**config.mk**
```make
export PLATFORM = sky130hd
export DESIGN_NAME = dadda_multiplier_pipelined
export DESIGN_NICKNAME = d
export VERILOG_FILES = /design/src/rtl/dadda_multiplier_pipelined.sv
export SDC_FILE = /design/constraint.sdc
export NUM_CORES = 1
export LEC_CHECK = 0
export BUFFER_PORTS_ARGS = -buffer_cell sky130_fd_sc_hd__buf_2
export CAP_MARGIN = 25
export CORE_MARGIN = 2
export CORE_UTILIZATION = 40
export DETAILED_ROUTE_END_ITERATION = 12
export HOLD_SLACK_MARGIN = 0.05
export PLACE_DENSITY = 0.66
export SYNTH_ARGS = -nofsm -noshare
export SYNTH_HDL_FRONTEND = slang
export SYNTH_SLANG_ARGS = --single-unit
```
**constraint.sdc**
```tcl
create_clock -name clk -period 7 [get_ports clk]
set_input_delay 0.7 -clock clk [delete_from_list [all_inputs] [get_ports clk]]
set_output_delay 0.7 -clock clk [all_outputs]
set_load 0.02 [all_outputs]
```
**src/rtl/dadda_multiplier_pipelined.sv**
```systemverilog
// Pipelined WIDTH x WIDTH Dadda multiplier, unsigned or Baugh-Wooley signed per transaction.
// S1 holds operands, S2 the two reduced rows, S3 the Kogge-Stone sum; one elastic stall signal.
module dadda_multiplier_pipelined #(
  parameter int WIDTH = 8
) (
  input  logic               clk,
  input  logic               rst,
  input  logic [WIDTH-1:0]   in1,
  input  logic [WIDTH-1:0]   in2,
  input  logic               signed_mode,
  input  logic               in_valid,
  output logic               in_ready,
  output logic [2*WIDTH-1:0] out,
  output logic               out_valid,
  input  logic               out_ready
);
  localparam int PW     = 2 * WIDTH;
  localparam int MAXH   = WIDTH + 1;
  localparam int STAGES = 3;
  localparam int NSEQ   = 8;
  localparam int LVLS   = $clog2(PW);

  // k-th Dadda height limit: 2,3,4,6,9,13,19,28
  function automatic int dadda_d(input int k);
    int d;
    d = 2;
    for (int i = 0; i < k; i++) d = (d * 3) / 2;
    return d;
  endfunction

  function automatic logic [PW-1:0] KSA_nbits(input logic [PW-1:0] a, input logic [PW-1:0] b);
    logic [LVLS:0][PW-1:0] g, p;
    g[0] = a & b;
    p[0] = a ^ b;
    for (int l = 0; l < LVLS; l++) begin
      for (int i = 0; i < PW; i++) begin
        if (i >= (1 << l)) begin
          g[l+1][i] = g[l][i] | (p[l][i] & g[l][i-(1<<l)]);
          p[l+1][i] = p[l][i] & p[l][i-(1<<l)];
        end else begin
          g[l+1][i] = g[l][i];
          p[l+1][i] = p[l][i];
        end
      end
    end
    return p[0] ^ {g[LVLS][PW-2:0], 1'b0};
  endfunction

  logic [STAGES:1]  vld_pipe;
  logic [WIDTH-1:0] s1_a, s1_b;
  logic             s1_sgn;
  logic [PW-1:0]    s2_row0, s2_row1;
  logic [PW-1:0]    row0, row1;
  logic             advance;

  assign advance   = !vld_pipe[STAGES] | out_ready;
  assign in_ready  = advance;
  assign out_valid = vld_pipe[STAGES];

  // Column heaps are tracked with elaboration-constant heights, so the loops unroll into a fixed adder tree.
  always_comb begin
    logic heap [PW][MAXH];
    logic nxt  [PW][MAXH];
    int   hgt  [PW];
    int   nh   [PW];
    int   k, rem, lim;
    k = 0; rem = 0; lim = 0;
    for (int c = 0; c < PW; c++) begin
      hgt[c] = 0;
      nh[c]  = 0;
      for (int r = 0; r < MAXH; r++) begin
        heap[c][r] = 1'b0;
        nxt[c][r]  = 1'b0;
      end
    end
    for (int i = 0; i < WIDTH; i++) begin
      for (int j = 0; j < WIDTH; j++) begin
        heap[i+j][hgt[i+j]] = (s1_a[j] & s1_b[i]) ^ (s1_sgn & ((i == WIDTH-1) != (j == WIDTH-1)));
        hgt[i+j]++;
      end
    end
    heap[WIDTH][hgt[WIDTH]] = s1_sgn;
    hgt[WIDTH]++;
    heap[PW-1][hgt[PW-1]] = s1_sgn;
    hgt[PW-1]++;

    for (int s = NSEQ-1; s >= 0; s--) begin
      lim = dadda_d(s);
      if (lim < WIDTH) begin
        for (int c = 0; c < PW; c++) begin
          nh[c] = 0;
          for (int r = 0; r < MAXH; r++) nxt[c][r] = 1'b0;
        end
        for (int c = 0; c < PW; c++) begin
          k = 0;
          for (int t = 0; t < MAXH; t++) begin
            rem = hgt[c] - k + nh[c];
            if (rem > lim && rem - lim >= 2 && hgt[c] - k >= 3) begin
              nxt[c][nh[c]] = heap[c][k] ^ heap[c][k+1] ^ heap[c][k+2];
              nh[c]++;
              if (c + 1 < PW) begin
                nxt[c+1][nh[c+1]] = (heap[c][k] & heap[c][k+1]) | (heap[c][k+2] & (heap[c][k] ^ heap[c][k+1]));
                nh[c+1]++;
              end
              k += 3;
            end else if (rem > lim && hgt[c] - k >= 2) begin
              nxt[c][nh[c]] = heap[c][k] ^ heap[c][k+1];
              nh[c]++;
              if (c + 1 < PW) begin
                nxt[c+1][nh[c+1]] = heap[c][k] & heap[c][k+1];
                nh[c+1]++;
              end
              k += 2;
            end
          end
          for (int r = 0; r < MAXH; r++) begin
            if (r >= k && r < hgt[c]) begin
              nxt[c][nh[c]] = heap[c][r];
              nh[c]++;
            end
          end
        end
        heap = nxt;
        hgt  = nh;
      end
    end

    row0 = '0;
    row1 = '0;
    for (int c = 0; c < PW; c++) begin
      row0[c] = heap[c][0];
      row1[c] = heap[c][1];
    end
  end

  always_ff @(posedge clk or posedge rst) begin
    if (rst) begin
      vld_pipe <= '0;
      s1_a     <= '0;
      s1_b     <= '0;
      s1_sgn   <= 1'b0;
      s2_row0  <= '0;
      s2_row1  <= '0;
      out      <= '0;
    end else if (advance) begin
      vld_pipe <= {vld_pipe[STAGES-1:1], in_valid};
      if (in_valid) begin
        s1_a   <= in1;
        s1_b   <= in2;
        s1_sgn <= signed_mode;
      end
      if (vld_pipe[1]) begin
        s2_row0 <= row0;
        s2_row1 <= row1;
      end
      // A bubble reaching S3 leaves the last product on out.
      if (vld_pipe[2]) out <= KSA_nbits(s2_row0, s2_row1);
    end
  end
endmodule

```
* Word level (Yosys, flattened, before mapping) *
Index checks and enable logic that the tools add are counted.

storage, ports and cells
  register bits = 66
  output and inout port bits = 18

operators by class
  reduce and logical (&&, ||, !) cells = 4
  mux-type cells = 180
  bitwise operators = 395

operator list
  cell              count
  $and 1x1->1       218
  $mux 1            180
  $xor 1x1->1       92
  $or 1x1->1        82
  $xor 16x15->16    1
  $xor 16x16->16    1
  $and 15x15->15    1
  $reduce_and 2->1  3
  $logic_not 1->1   1

* Depth between registers and ports, before layout *
  depth after elaboration = 17
  gate-level depth with buffers = 10

* Worst setup path after synthesis *
No wires, ideal clock.

  kind = reg2reg
  start point = register s1_sgn
  end point = register s2_row1[8]
  stages on the path, launching flop included = 10
  required time = 6.875 ns
  library setup time = 0.125 ns
  period minus slack after synthesis = 3.300 ns
  path slack = 3.700 ns
  arrival = 3.175 ns
  path through = dfrtp_1 -> clkbuf_1 -> buf_2 -> xor2_1 -> fa_1 -> fa_1 -> inv_1 -> fa_1 -> fa_1 -> mux2_2

on the way
  cells in the longest elaborated chain, start to end = 10
  elaborated cells on any way between the ends = 28
  those cells by class = bitwise: 28

RTL lines
  what                       RTL line  RTL
  start, declared            51        logic s1_sgn;
  start signal, assigned     150       s1_sgn <= signed_mode;
  $xor 1x1->1                78        heap[i+j][hgt[i+j]] = (s1_a[j] & s1_b[i]) ^ (s1_sgn & ((i == WIDTH-1) != (j == WIDTH-1)));
  $xor 1x1->1                n/a
  $xor 1x1->1                99        nxt[c][nh[c]] = heap[c][k] ^ heap[c][k+1] ^ heap[c][k+2];
  $xor 1x1->1                99, 102
  $and 1x1->1                102       nxt[c+1][nh[c+1]] = (heap[c][k] & heap[c][k+1]) | (heap[c][k+2] & (heap[c][k] ^ heap[c][k+1]));
  $or 1x1->1                 102
  $xor 1x1->1 (3 in series)  99
  $xor 1x1->1 (*)            99
  net row1[8]                53        logic [PW-1:0] row0, row1;
  end signal, assigned       154       s2_row1 <= row1;
  end, declared              52        logic [PW-1:0] s2_row0, s2_row1;

The timed path passes the listed nets; every way through them passes the cells marked *.
A chain may end at the register's enable or synchronous reset.

* Final worst setup path *
  start point = register s1_sgn
  end point = register s2_row1[9]

on the way
  cells in the longest elaborated chain, start to end = 11
  elaborated cells on any way between the ends = 44
  those cells by class = bitwise: 44

RTL lines
  what                                               RTL line
  $xor 1x1->1                                        78
  $xor 1x1->1                                        n/a
  $xor 1x1->1 / $and 1x1->1 (equally long branches)  99, 102
  $xor 1x1->1 / $or 1x1->1 (equally long branches)   102
  $and 1x1->1 / $xor 1x1->1 (equally long branches)  102, 99
  $or 1x1->1 / $and 1x1->1 (equally long branches)   102
  $xor 1x1->1 / $or 1x1->1 (equally long branches)   102
  $and 1x1->1 / $xor 1x1->1 (equally long branches)  102, 99
  $or 1x1->1 / $xor 1x1->1 (equally long branches)   102, 99
  $xor 1x1->1                                        n/a
  $xor 1x1->1 (*)                                    99
  net row1[9]                                        53

Marked as above.

==> impl_results.md <==
- GR Layer Usage met3: around 3.0%
- Yosys cell types: between 40 and 50
- Routed len/inst: 14.6 µm
- Overall Power: about 2.7 mW
- Nets: approximately 530
- R2R depth: 7
- FF-to-FF End: s2_row1[9]
- FP Rows: 38
- Met1 Resource Use GR: between 20% and 30%
- GP Congestion: around 0.82
- PwrDens: roughly 540 mW/mm²
- DRT iter0 DRCs: ~120
- Min Tclk post-route: 3440 ps
- GRT Total Usage: 16.1%
- Die footprint: ~0.012 mm²
- Worst reg2reg path startpoint: s1_sgn
- Max clock buf depth: 2
- Core area: ~0.011 mm²
- GR met2 Demand/Resource: a little over a quarter
- Area contributors post-synth: dfrtp_1 (36%), fa_1 (16%), mux2_2 (7.7%)
- Fin. Hold Viols: 0
- Hold Path End: out[10]
- CTS tree: done
- Grt ovf: 0
- Worst vdd ir: 0.183 mV
- Synth Net Count: 499
- Worst-skew pair later-pin latency: between 300 and 400 ps
- Detailed Place HPWL: ~6.5 mm
- Yosys top cell area share: a little over a third
- First-pass GRT wire length: ~15 mm
- F_max: approximately 290 MHz
- Max-Cap Viols: 0
- Cells after Synth: about 420
- Synthesized flop and latch total: 66
- Layout cells sized above 1: between 20% and 30%
- Setup violators final: 0
- CP Capture Type: flop
- Placed cell count: 578
- Largest area contributor in the netlist: dfrtp_1
- Setup slack, reg-to-reg: approximately 3600 ps
- Synth Cell Area: 0.00453 mm²
- Most used cell, CP: fa_1
- Hold crit path type: flop to flop
- Buffers added on ports: 38
- Outcome: finished, final reports clean
- Post-DRT Antenna Nets: 0
- Hold_buf cts: 0
- Drt via density: about 5.0
- CP Max Fanout: 16
- CTS Buf Count: 9
- Largest net degree at the start of global routing: 67
- Register area share after synthesis: a little over a third
- Vias in the first global route: between 3000 and 4000
- Layout Skew: approximately 6.1 ps
- Drt pass-1 iters: 7
- Initial antenna violation count: 0
- Postcts setup bufs: 0
- Drt total wl: 8.66 mm
- Slowest stage delay, CP: around 830 ps
- Multi-input gate area: 0.00260 mm²
- P&R area growth vs syn: 13.0%
- Syn Area/Cell: approximately 11 µm²
- Drt drc: 0
- Worst endpoint required time: 7210 ps
- # diodes: 0
- Slew Viols, Final: 0
- Hold depth: 2
- Slew HR: 35.8%
- Non-filler cells, final: 594
- Top Usage Layer GRT: met2
- Sequential cell area: between 0.0015 and 0.002 mm²
- # resized after CTS: 0
- Post-layout instance area: slightly above 0.005 mm²
- Worst-path clk slew: approximately 50 ps
- Startpoint types: flop
- Tcrit/Tclk final: roughly 49%
- Die height: about 110 µm
- Fin util: between 40% and 50%
- Routed vias: 2995
- Clock root cell: clkbuf_16
- Io pins: 39
- Worst-Margin Slew: 961 ps
- YS warnings: 0
- Crit-path cells: xor2_1 -> fa_1 -> fa_1 -> inv_1 -> fa_1 -> fa_1 -> mux2_2
- Crit Path Category: flop to flop
- Clock tree sinks: 66
- Die X: approximately 110 µm
- Setup TNS Final: 0 ps
- Area post-placement: 0.00476 mm²
- Htree depth: 3
- Starting Density: 41.4%
- Worst min-delay path startpoint: out[10]
- Crit path max-delay cell type: dfrtp_1
- Leakage: between 2 and 2.5 nW
- Filler Cell Count: roughly 1100
- RSZ-0062 raised after global routing: false
- Worst EP arrival: between 3000 and 4000 ps
## metal layers
layer  share of wire (%)  wire [µm]
met3                 3.9        336
met1                  48       4130
met5                   0          0
met4                0.61         53
met2                  48       4140
## cells in the mapped netlist (all sizes together)
cell type / n
a2111oi: 1
a211o: 1
a211oi: 1
a21boi: 2
a21o: 3
a21oi: 10
a221oi: 1
a31oi: 5
and2: 24
and2b: 1
and3: 5
and3b: 2
buf: 13
clkbuf: 11
dfrtp: 66
fa: 36
ha: 20
inv: 36
mux2: 40
nand2: 76
nand2b: 2
nand3b: 1
nand4: 5
nor3: 2
o2111ai: 1
o211ai: 1
o21a: 2
o21ai: 25
o221ai: 1
o31ai: 5
or3: 1
xnor2: 9
xor2: 13
## final cells by class
| class | instances | area share, % |
|---|---|---|
| multi-input cells | 296 | 50.8 |
| repair buffers | 40 | 4.01 |
| clock inverters | 5 | 1.96 |
| inverters | 36 | 2.64 |
| flip-flops and latches | 66 | 32.3 |
| clock buffers | 11 | 4.94 |
| well taps | 140 | 3.42 |
## cells by family after synthesis
logic type | Yosys count | share of synthesized area, %
AOI/OAI and AO/OA | 59 | 9.06
and+or+nand+nor | 119 | 12.7
xor gates and xnor gates | 22 | 4.26
buffers and inverters | 60 | 6.16
DFF | 66 | 36.5
muxes | 40 | 9.95
adders and majority gates | 56 | 21.4
## where the power goes
| group | total, mW | switching (mW) | internal [mW] | leakage [nW] |
|---|---|---|---|---|
| Sequential | 0.693 | 0.146 | 0.547 | 0.805 |
| Combinational | 1.52 | 0.833 | 0.687 | 1.42 |
| Clock | 0.527 | 0.161 | 0.366 | 0.176 |
| Total | 2.74 | 1.14 | 1.60 | 2.40 |
## through the flow
step / setup slack (ps) / hold WS [ps]
3_3_place_gp: 3690 / 463
2_1_floorplan: 3700 / 448
4_1_cts: 3520 / 482
5_1_grt: 3360 / 500
6_report: 3560 / 473
3_5_place_dp: 3540 / 470
## worst max path at each step
stage,slack (ps),endpoint,cells after the start,startpoint
floorplan,3700,s2_row1[8],9,s1_sgn
global placement,3690,s2_row1[9],7,s1_sgn
detailed placement,3540,s2_row1[9],7,s1_sgn
CTS,3520,s2_row1[9],7,s1_sgn
global route,3360,s2_row1[9],7,s1_sgn
finish,3560,s2_row1[9],7,s1_sgn
## placed cells by master (no fill, tap or decap), types with 9 or more instances in the layout
master	n
and2_1	23
fa_1	36
clkbuf_16	9
mux2_1	9
o21ai_1	13
o21ai_0	12
ha_1	20
nand2_1	75
inv_1	35
xor2_1	13
buf_2	38
mux2_2	31
dfrtp_1	66
xnor2_1	9
## registers in the layout, summed over array words and instances, names as in the netlist
register  cells
out          16
s1_a          8
s1_b          8
s1_sgn        1
s2_row0      16
s2_row1      14
vld_pipe      3
## worst max-delay path: cells and delay by family, from the launching register on
family / cells / cell delay, ps
adder cells (fa/ha/maj): 4 / 1980
flip-flops: 1 / 830
multiplexers: 1 / 270
XOR/XNOR: 1 / 190
buffers and inverters: 1 / 50
(Power assumes the default switching activity.)
